## src/rtl/ssp_uart_reg_arb.sv

```systemverilog
// Two-port round-robin arbiter that sequences ssp_uart register accesses
// as SETUP -> ACCESS (ACC_CYCLES of Bus_En) -> EOC -> RESP, with a read-modify-write lock.
//
// state     | meaning
// ST_IDLE   | bus quiet, grant evaluated, request latched on acceptance
// ST_SETUP  | address/direction/data driven, enable low
// ST_ACCESS | enable high for ACC_CYCLES cycles
// ST_EOC    | end-of-cycle strobe, read data captured
// ST_RESP   | one-cycle response to the owning port
module ssp_uart_reg_arb #(
    parameter int ACC_CYCLES = 2,
    parameter int AW         = 3,
    parameter int DW         = 12
) (
    input  logic          i_clk,
    input  logic          i_rst,
    input  logic          i_req0_valid,
    output logic          o_req0_ready,
    input  logic [AW-1:0] i_req0_ra,
    input  logic          i_req0_wnr,
    input  logic [DW-1:0] i_req0_di,
    input  logic          i_req0_lock,
    input  logic          i_req1_valid,
    output logic          o_req1_ready,
    input  logic [AW-1:0] i_req1_ra,
    input  logic          i_req1_wnr,
    input  logic [DW-1:0] i_req1_di,
    input  logic          i_req1_lock,
    output logic          o_rsp0_valid,
    output logic [DW-1:0] o_rsp0_do,
    output logic          o_rsp1_valid,
    output logic [DW-1:0] o_rsp1_do,
    output logic [AW-1:0] o_bus_ra,
    output logic          o_bus_wnr,
    output logic [DW-1:0] o_bus_di,
    output logic          o_bus_en,
    output logic          o_bus_eoc,
    input  logic [DW-1:0] i_bus_do
);

    typedef enum logic [2:0] {ST_IDLE, ST_SETUP, ST_ACCESS, ST_EOC, ST_RESP} state_t;

    localparam logic [3:0] CNT_LOAD = 4'(ACC_CYCLES - 1);

    state_t        r_state, w_next;
    logic [3:0]    r_cnt;
    logic [AW-1:0] r_ra;
    logic          r_wnr;
    logic [DW-1:0] r_di;
    logic          r_owner;
    logic          r_rr;
    logic          r_lock;
    logic          r_lock_owner;
    logic [DW-1:0] r_rsp0_do;
    logic [DW-1:0] r_rsp1_do;
    logic          w_grant;
    logic          w_grant_ok;
    logic          w_accept;

    // A held lock pins the grant to its owner regardless of the RR pointer.
    always_comb begin
        w_grant    = 1'b0;
        w_grant_ok = 1'b0;
        if (r_lock) begin
            w_grant    = r_lock_owner;
            w_grant_ok = r_lock_owner ? i_req1_valid : i_req0_valid;
        end else if (i_req0_valid && i_req1_valid) begin
            w_grant    = r_rr;
            w_grant_ok = 1'b1;
        end else if (i_req0_valid) begin
            w_grant_ok = 1'b1;
        end else if (i_req1_valid) begin
            w_grant    = 1'b1;
            w_grant_ok = 1'b1;
        end
    end

    assign w_accept     = (r_state == ST_IDLE) && w_grant_ok && !i_rst;
    assign o_req0_ready = w_accept && !w_grant;
    assign o_req1_ready = w_accept && w_grant;
    assign o_rsp0_do    = r_rsp0_do;
    assign o_rsp1_do    = r_rsp1_do;

    always_ff @(posedge i_clk) begin
        if (i_rst) r_state <= ST_IDLE;
        else       r_state <= w_next;
    end

    always_comb begin
        w_next       = r_state;
        o_bus_ra     = '0;
        o_bus_wnr    = 1'b0;
        o_bus_di     = '0;
        o_bus_en     = 1'b0;
        o_bus_eoc    = 1'b0;
        o_rsp0_valid = 1'b0;
        o_rsp1_valid = 1'b0;
        case (r_state)
            ST_IDLE: begin
                if (w_accept) w_next = ST_SETUP;
            end
            ST_SETUP: begin
                o_bus_ra  = r_ra;
                o_bus_wnr = r_wnr;
                o_bus_di  = r_di;
                w_next    = ST_ACCESS;
            end
            ST_ACCESS: begin
                o_bus_ra  = r_ra;
                o_bus_wnr = r_wnr;
                o_bus_di  = r_di;
                o_bus_en  = 1'b1;
                if (r_cnt == 4'd0) w_next = ST_EOC;
            end
            ST_EOC: begin
                o_bus_ra  = r_ra;
                o_bus_wnr = r_wnr;
                o_bus_di  = r_di;
                o_bus_eoc = 1'b1;
                w_next    = ST_RESP;
            end
            ST_RESP: begin
                o_rsp0_valid = !r_owner;
                o_rsp1_valid = r_owner;
                w_next       = ST_IDLE;
            end
            default: w_next = ST_IDLE;
        endcase
    end

    always_ff @(posedge i_clk) begin
        if (i_rst) begin
            r_cnt        <= '0;
            r_ra         <= '0;
            r_wnr        <= 1'b0;
            r_di         <= '0;
            r_owner      <= 1'b0;
            r_rr         <= 1'b0;
            r_lock       <= 1'b0;
            r_lock_owner <= 1'b0;
            r_rsp0_do    <= '0;
            r_rsp1_do    <= '0;
        end else begin
            if (w_accept) begin
                r_ra         <= w_grant ? i_req1_ra  : i_req0_ra;
                r_wnr        <= w_grant ? i_req1_wnr : i_req0_wnr;
                r_di         <= w_grant ? i_req1_di  : i_req0_di;
                r_lock       <= w_grant ? i_req1_lock : i_req0_lock;
                r_lock_owner <= w_grant;
                r_owner      <= w_grant;
                r_rr         <= !w_grant;
            end
            if (r_state == ST_SETUP)
                r_cnt <= CNT_LOAD;
            else if (r_state == ST_ACCESS && r_cnt != 4'd0)
                r_cnt <= r_cnt - 4'd1;
            // Response data goes straight into the per-port holding register.
            if (r_state == ST_EOC) begin
                if (r_owner) r_rsp1_do <= r_wnr ? '0 : i_bus_do;
                else         r_rsp0_do <= r_wnr ? '0 : i_bus_do;
            end
        end
    end

endmodule

```

## config.mk

```make
export PLATFORM = sky130hd
export DESIGN_NAME = ssp_uart_reg_arb
export DESIGN_NICKNAME = d
export VERILOG_FILES = /design/src/rtl/ssp_uart_reg_arb.sv
export SDC_FILE = /design/constraint.sdc
export NUM_CORES = 1
export LEC_CHECK = 0
export CELL_PAD_IN_SITES_DETAIL_PLACEMENT = 0
export CELL_PAD_IN_SITES_GLOBAL_PLACEMENT = 1
export CORE_ASPECT_RATIO = 0.8
export CORE_MARGIN = 1
export CORE_UTILIZATION = 27
export CTS_CLUSTER_SIZE = 16
export DETAILED_ROUTE_END_ITERATION = 8
export PLACE_DENSITY_LB_ADDON = 0.1
export SLEW_MARGIN = 20
export SYNTH_ARGS = -nofsm -noshare
export SYNTH_HDL_FRONTEND = slang
export SYNTH_SLANG_ARGS = --single-unit
```

## constraint.sdc

```tcl
create_clock -name i_clk -period 2 [get_ports i_clk]
set_input_delay 0.4 -clock i_clk [delete_from_list [all_inputs] [get_ports i_clk]]
set_output_delay 0.4 -clock i_clk [all_outputs]
set_load 0.02 [all_outputs]
```

Word-level counts from Yosys, hierarchy flattened. Cells that the tools add are included.

Bits in read-only memories: 0. RAM bits: 0. Latch bits: 0. Flip-flop bits (word level): 50. Memories kept: 0. Output and inout port bits: 46. Input bits: 50.

Shift-type cells: 0. Reduce and logical (&&, ||, !) cells: 18. Mux-type cells: 25. $mul: 0. $add $sub $neg: 1. Equal/unequal tests: 6. Divide/modulo/power cells: 0. Bitwise gates (word level): 1. $lt $le $gt $ge: 0.

Operators with widths (count): $mux 12 (3); $mux 1 (17); $mux 3 (4); $pmux 3 s4 (1); $eq 3x2->1 const B (2); $logic_and 1x1->1 (6); $reduce_and 2->1 (3); $logic_not 4->1 (1); $ne 2x2->1 const B (2); $reduce_bool 4->1 (1); $sub 4x1->4 const B (1); $eq 3x1->1 const B (1); $eq 3x3->1 const B (1); $logic_not 1->1 (3); $logic_not 3->1 (1); $reduce_or 3->1 (1); $reduce_bool 2->1 (1); $reduce_or 2->1 (1); $not 1->1 (1).

Logic depth before layout (Yosys ltp).
Depth in word-level cells: 8. Depth in mapped cells: 7. Gate-level depth less buffers: 6.

Least setup slack after synthesis. No wires, ideal clock.

Kind: register to output. Start: register r_state[0]. End: output o_req1_ready. Setup slack: -0.105 ns. Data arrival time: 1.705 ns. Cell stages (with the launch flop): 7. Path buffers: 3. Cells stage by stage: dfxtp_1 > buf_2 > or4_1 > a211oi_2 > buf_4 > buf_6 > and2_1.

Cells in the longest elaborated chain, start to end: 4.

RTL lines: from (decl) (line 45) `state_t r_state, w_next;`; from (signal assigned) (line 86) `else r_state <= w_next;`; $logic_not 3->1 (line 78) `assign w_accept = (r_state == ST_IDLE) && w_grant_ok && !i_rst;`; $logic_and 1x1->1 (2 in a row) (line 78); $logic_and 1x1->1 (line 80) `assign o_req1_ready = w_accept && w_grant;`; to (decl) (line 24) `output logic o_req1_ready,`.

No other way between the ends.

Worst setup path in the final report. Ends and elaborated chain as after synthesis.

==> summary.txt <==
Global route
  – Number of global-route vias before repair: 2,138
  – Global route overflow: 0
  – Pin count of the biggest net entering global routing: 49
  – Overall Global Routing Usage: 0.156
  – Initial antenna violation count: 0
  – First-pass GRT wire length: 10,800 um

Yosys
  – Commonest cells in the synthesized netlist: nand2_1 (85), dfxtp_1 (50), nor2_1 (27)
  – Number of flops mapped to enable cells by yosys: 0
  – Post-synthesis area per instance: 7.91 um2
  – Area leader, netlist: dfxtp_1
  – Top-count cell post-synth: nand2_1
  – Post-Synthesis Net Count: 341
  – Synth top area share: 0.436
  – Mapped cell area: 0.00229 mm2
  – Synth Register Bits: 50
  – Seq/Total Area, Yosys: 0.436
  – Yosys Warn Count: 0
  – Unique masters post-synth: 33
  – Prevailing post-synth register cell: dfxtp_1
  – Cells taking the most area after synthesis: dfxtp_1 (44%), nand2_1 (14%), a21oi_1 (5.2%), and2_1 (5.2%), a311oi_2 (4.6%)
  – Cells after Synth: 290
  – Ys async rst share: 0

Pwr
  – Leakage: 1.37 nW
  – Clock Power Share: 0.246
  – Internal: 1.98 mW
  – Switch share: 0.318
  – Comb power frac: 0.358
  – NetSw: 0.921 mW
  – Power Density: 802 mW/mm2
  – Sequential share of power: 0.396
  – Peak VDD IR: 362 uV

Die
  – FP Rows: 29
  – Initial Util: 0.283
  – Die area: 0.00887 mm2
  – Die Wd: 105 um
  – Die height: 84.4 um
  – Area of the core: 0.00809 mm2
  – Boundary pin count: 96

Worst setup path
  – Slowest stage delay, CP: 540 ps
  – Setup crit end: o_req1_ready
  – Crit-path slowest cell: or4_4
  – Worst-path maximum fanout: 3
  – Critical path buffers and inverters: 2
  – Cell Chain, Critical Path: or4_4, a211oi_4, buf_12, and2_4, buf_6
  – Worst EP arrival: 1810 ps
  – CP Launch Type: flop
  – Worst Path Required: 1600 ps
  – Crit Path Class: reg2out
  – R2R setup slack: 70 ps
  – Crit. End Element: output pin
  – CP startpoint: r_state[0]$_SDFFE_PP0P_
  – R2R Path End: r_lock$_SDFFE_PP0P_
  – Delay-heaviest family, CP: simple AND/OR/NAND/NOR gates
  – Logic depth of the worst path, buffers included: 5
  – Reg2reg path depth: 6
  – Crit Reg-Reg Startpoint: r_state[0]$_SDFFE_PP0P_

Place
  – Post-DP HPWL: 4420 um
  – PortBufs: 95
  – Cell Count Post-Placement: 487
  – Worst slack, placed: -529 ps
  – RePlAce Congestion: 0.689

Outcome
  – Failing checks: setup timing
  – Outcome: finished with violations

Layout
  – Nets@finish: 443
  – Final Instance Count excl. Fillers: 501
  – Layout cell share with drive strength beyond 1: 0.168
  – Multi-input gate area: 0.00121 mm2
  – ANT cells: 0
  – Layout area overhead: 57.6%
  – Register area: 0.00100 mm2
  – Layout fillers: 823

STA
  – Clock skew: 6.79 ps
  – PnR worst setup slack: -207 ps
  – Crit share post-route: 1.10
  – Slew headroom: 0.622
  – Post-layout minimum cycle time: 2210 ps
  – RSZ-0062 raised after global routing: true
  – Maximum clock rate: 0.453 GHz
  – Slew @ Worst Pin: 566 ps
  – Final Hold Vio Count: 0
  – Pins Over Slew Limit: 0
  – Final setup viols: 2
  – Sum of negative setup slack: -366 ps

CTS
  – Cts bufs inserted: 5
  – Clock Latency Late Sink: 300 ps
  – Clock slew at reported path FFs: 100 ps
  – H-tree levels: 2
  – TritonCTS clock tree: yes
  – Root Buffer: clkbuf_8
  – Clock Sink Count: 50
  – Clock buffer depth: 2

Route
  – DRC: 0
  – Vias: 2,212
  – Max Used Layer: met4
  – Vias per cell: 4.42
  – Metal-1 WL: 3370 um
  – Post-route antenna net violation count: 0
  – Metal3 WL: 366 um
  – Initial DRC Count: 69
  – Drt total wl: 6640 um
  – Initial DRT Pass Iterations: 4
  – Routed WL per cell: 13.3 um
  – Met2 WL: 2840 um

Hold path
  – Hold Path Class: reg2reg

Job
  – Number of max-cap violations: 0
[final cells by class]
cell class,instances,share of cell area
inverter,3,0.00312
timing repair buffer,117,0.317
clock buffer,5,0.0190
sequential,50,0.277
clock inverter,3,0.0111
multi-input combinational,215,0.335
tap,108,0.0374
[power groups by stage]
stage                     Sequential (mW)  Clock, mW  Combinational (mW)
after floorplan                      1.16          0               0.550
after global placement               1.16          0               0.932
after detailed placement             1.17          0               0.935
after CTS                            1.15      0.734                1.03
after global routing                 1.16      0.782                1.14
final                                1.15      0.714                1.04
[state kept, by name, indices dropped and copies added, names as in the netlist]
name and count:
r_lock_owner 1, r_ra 3, r_rr 1, o_rsp0_do 12, r_lock 1, o_rsp1_do 12, r_di 12, r_cnt 4
r_wnr 1, r_state 3
[tightest hold or removal path: cells and delay by family, from the launching register on]
family           cells  cell delay [ps]
AND/OR/NAND/NOR      1               50
AO/OA/AOI/OAI        1               50
flip-flops           1              320
[timing repair]
action,CTS,global route
setup buffers,4,1
setup endpoints to repair,22,35
pin swaps,4,4
cloned,1,0
hold buffers,0,0
resized for setup,69,6
[cell usage in the layout (no fill, tap or decap), types with 2 or more instances in the layout]
cell type	netlist	layout
nor3_1	3	3
xnor2_1	4	4
nor2b_1	14	14
nand2_1	85	85
and2_4	0	2
clkbuf_8	0	5
clkinv_2	0	2
nor2_1	27	25
a311oi_1	10	10
and2_1	19	17
dfxtp_1	50	49
buf_6	1	3
clkdlybuf4s15_2	0	12
a311oi_2	7	7
buf_2	4	4
dlygate4sd2_1	0	4
buf_4	2	20
a21oi_1	24	24
inv_1	3	3
clkdlybuf4s50_1	0	72
mux2i_1	2	2
nor2_4	0	2
nand2b_1	2	2
nor3b_1	3	3
[routing by layer]
layer / up-vias / GRT usage
met1: 991 / 0.220
met4: 0 / 0.0423
met2: 56 / 0.232
met3: 8 / 0.0443
met5: - / 0
li1: 1157 / -
[worst min path at each step]
stage                                      to  cells past startpoint  slack [ps]                       from
finish              o_rsp1_do[4]$_SDFFE_PP0P_                      2         460  o_rsp1_do[4]$_SDFFE_PP0P_
global route        o_rsp1_do[1]$_SDFFE_PP0P_                      2         480  o_rsp1_do[1]$_SDFFE_PP0P_
CTS                 o_rsp1_do[3]$_SDFFE_PP0P_                      2         460  o_rsp1_do[3]$_SDFFE_PP0P_
detailed placement  o_rsp1_do[3]$_SDFFE_PP0P_                      2         450  o_rsp1_do[3]$_SDFFE_PP0P_
global placement    o_rsp1_do[3]$_SDFFE_PP0P_                      2         440  o_rsp1_do[3]$_SDFFE_PP0P_
floorplan                   r_rr$_SDFFE_PP0P_                      2         450          r_rr$_SDFFE_PP0P_
[through the flow]
step	power, mW	utilization	hold WS, ps	cell area (um2)
6_report	2.90	0.447	457	3610
5_1_grt	3.08	0.447	479	3610
4_1_cts	2.91	0.444	459	3600
3_5_place_dp	2.10	0.420	446	3400
3_3_place_gp	2.10	0.420	442	3400
2_1_floorplan	1.71	-	451	2300
[logic make-up (layout without fill, tap and decap cells)]
group,count (synthesis),count (layout),synth area share
XOR/XNOR,4,4,0.0153
buffers and inverters,25,128,0.0496
multiplexers,2,2,0.00873
AO/OA/AOI/OAI,49,49,0.170
adder cells (fa/ha/maj),1,1,0.00545
AND/OR/NAND/NOR,159,159,0.315
flip-flops,50,50,0.436
Power figures use the tool's default switching activity.
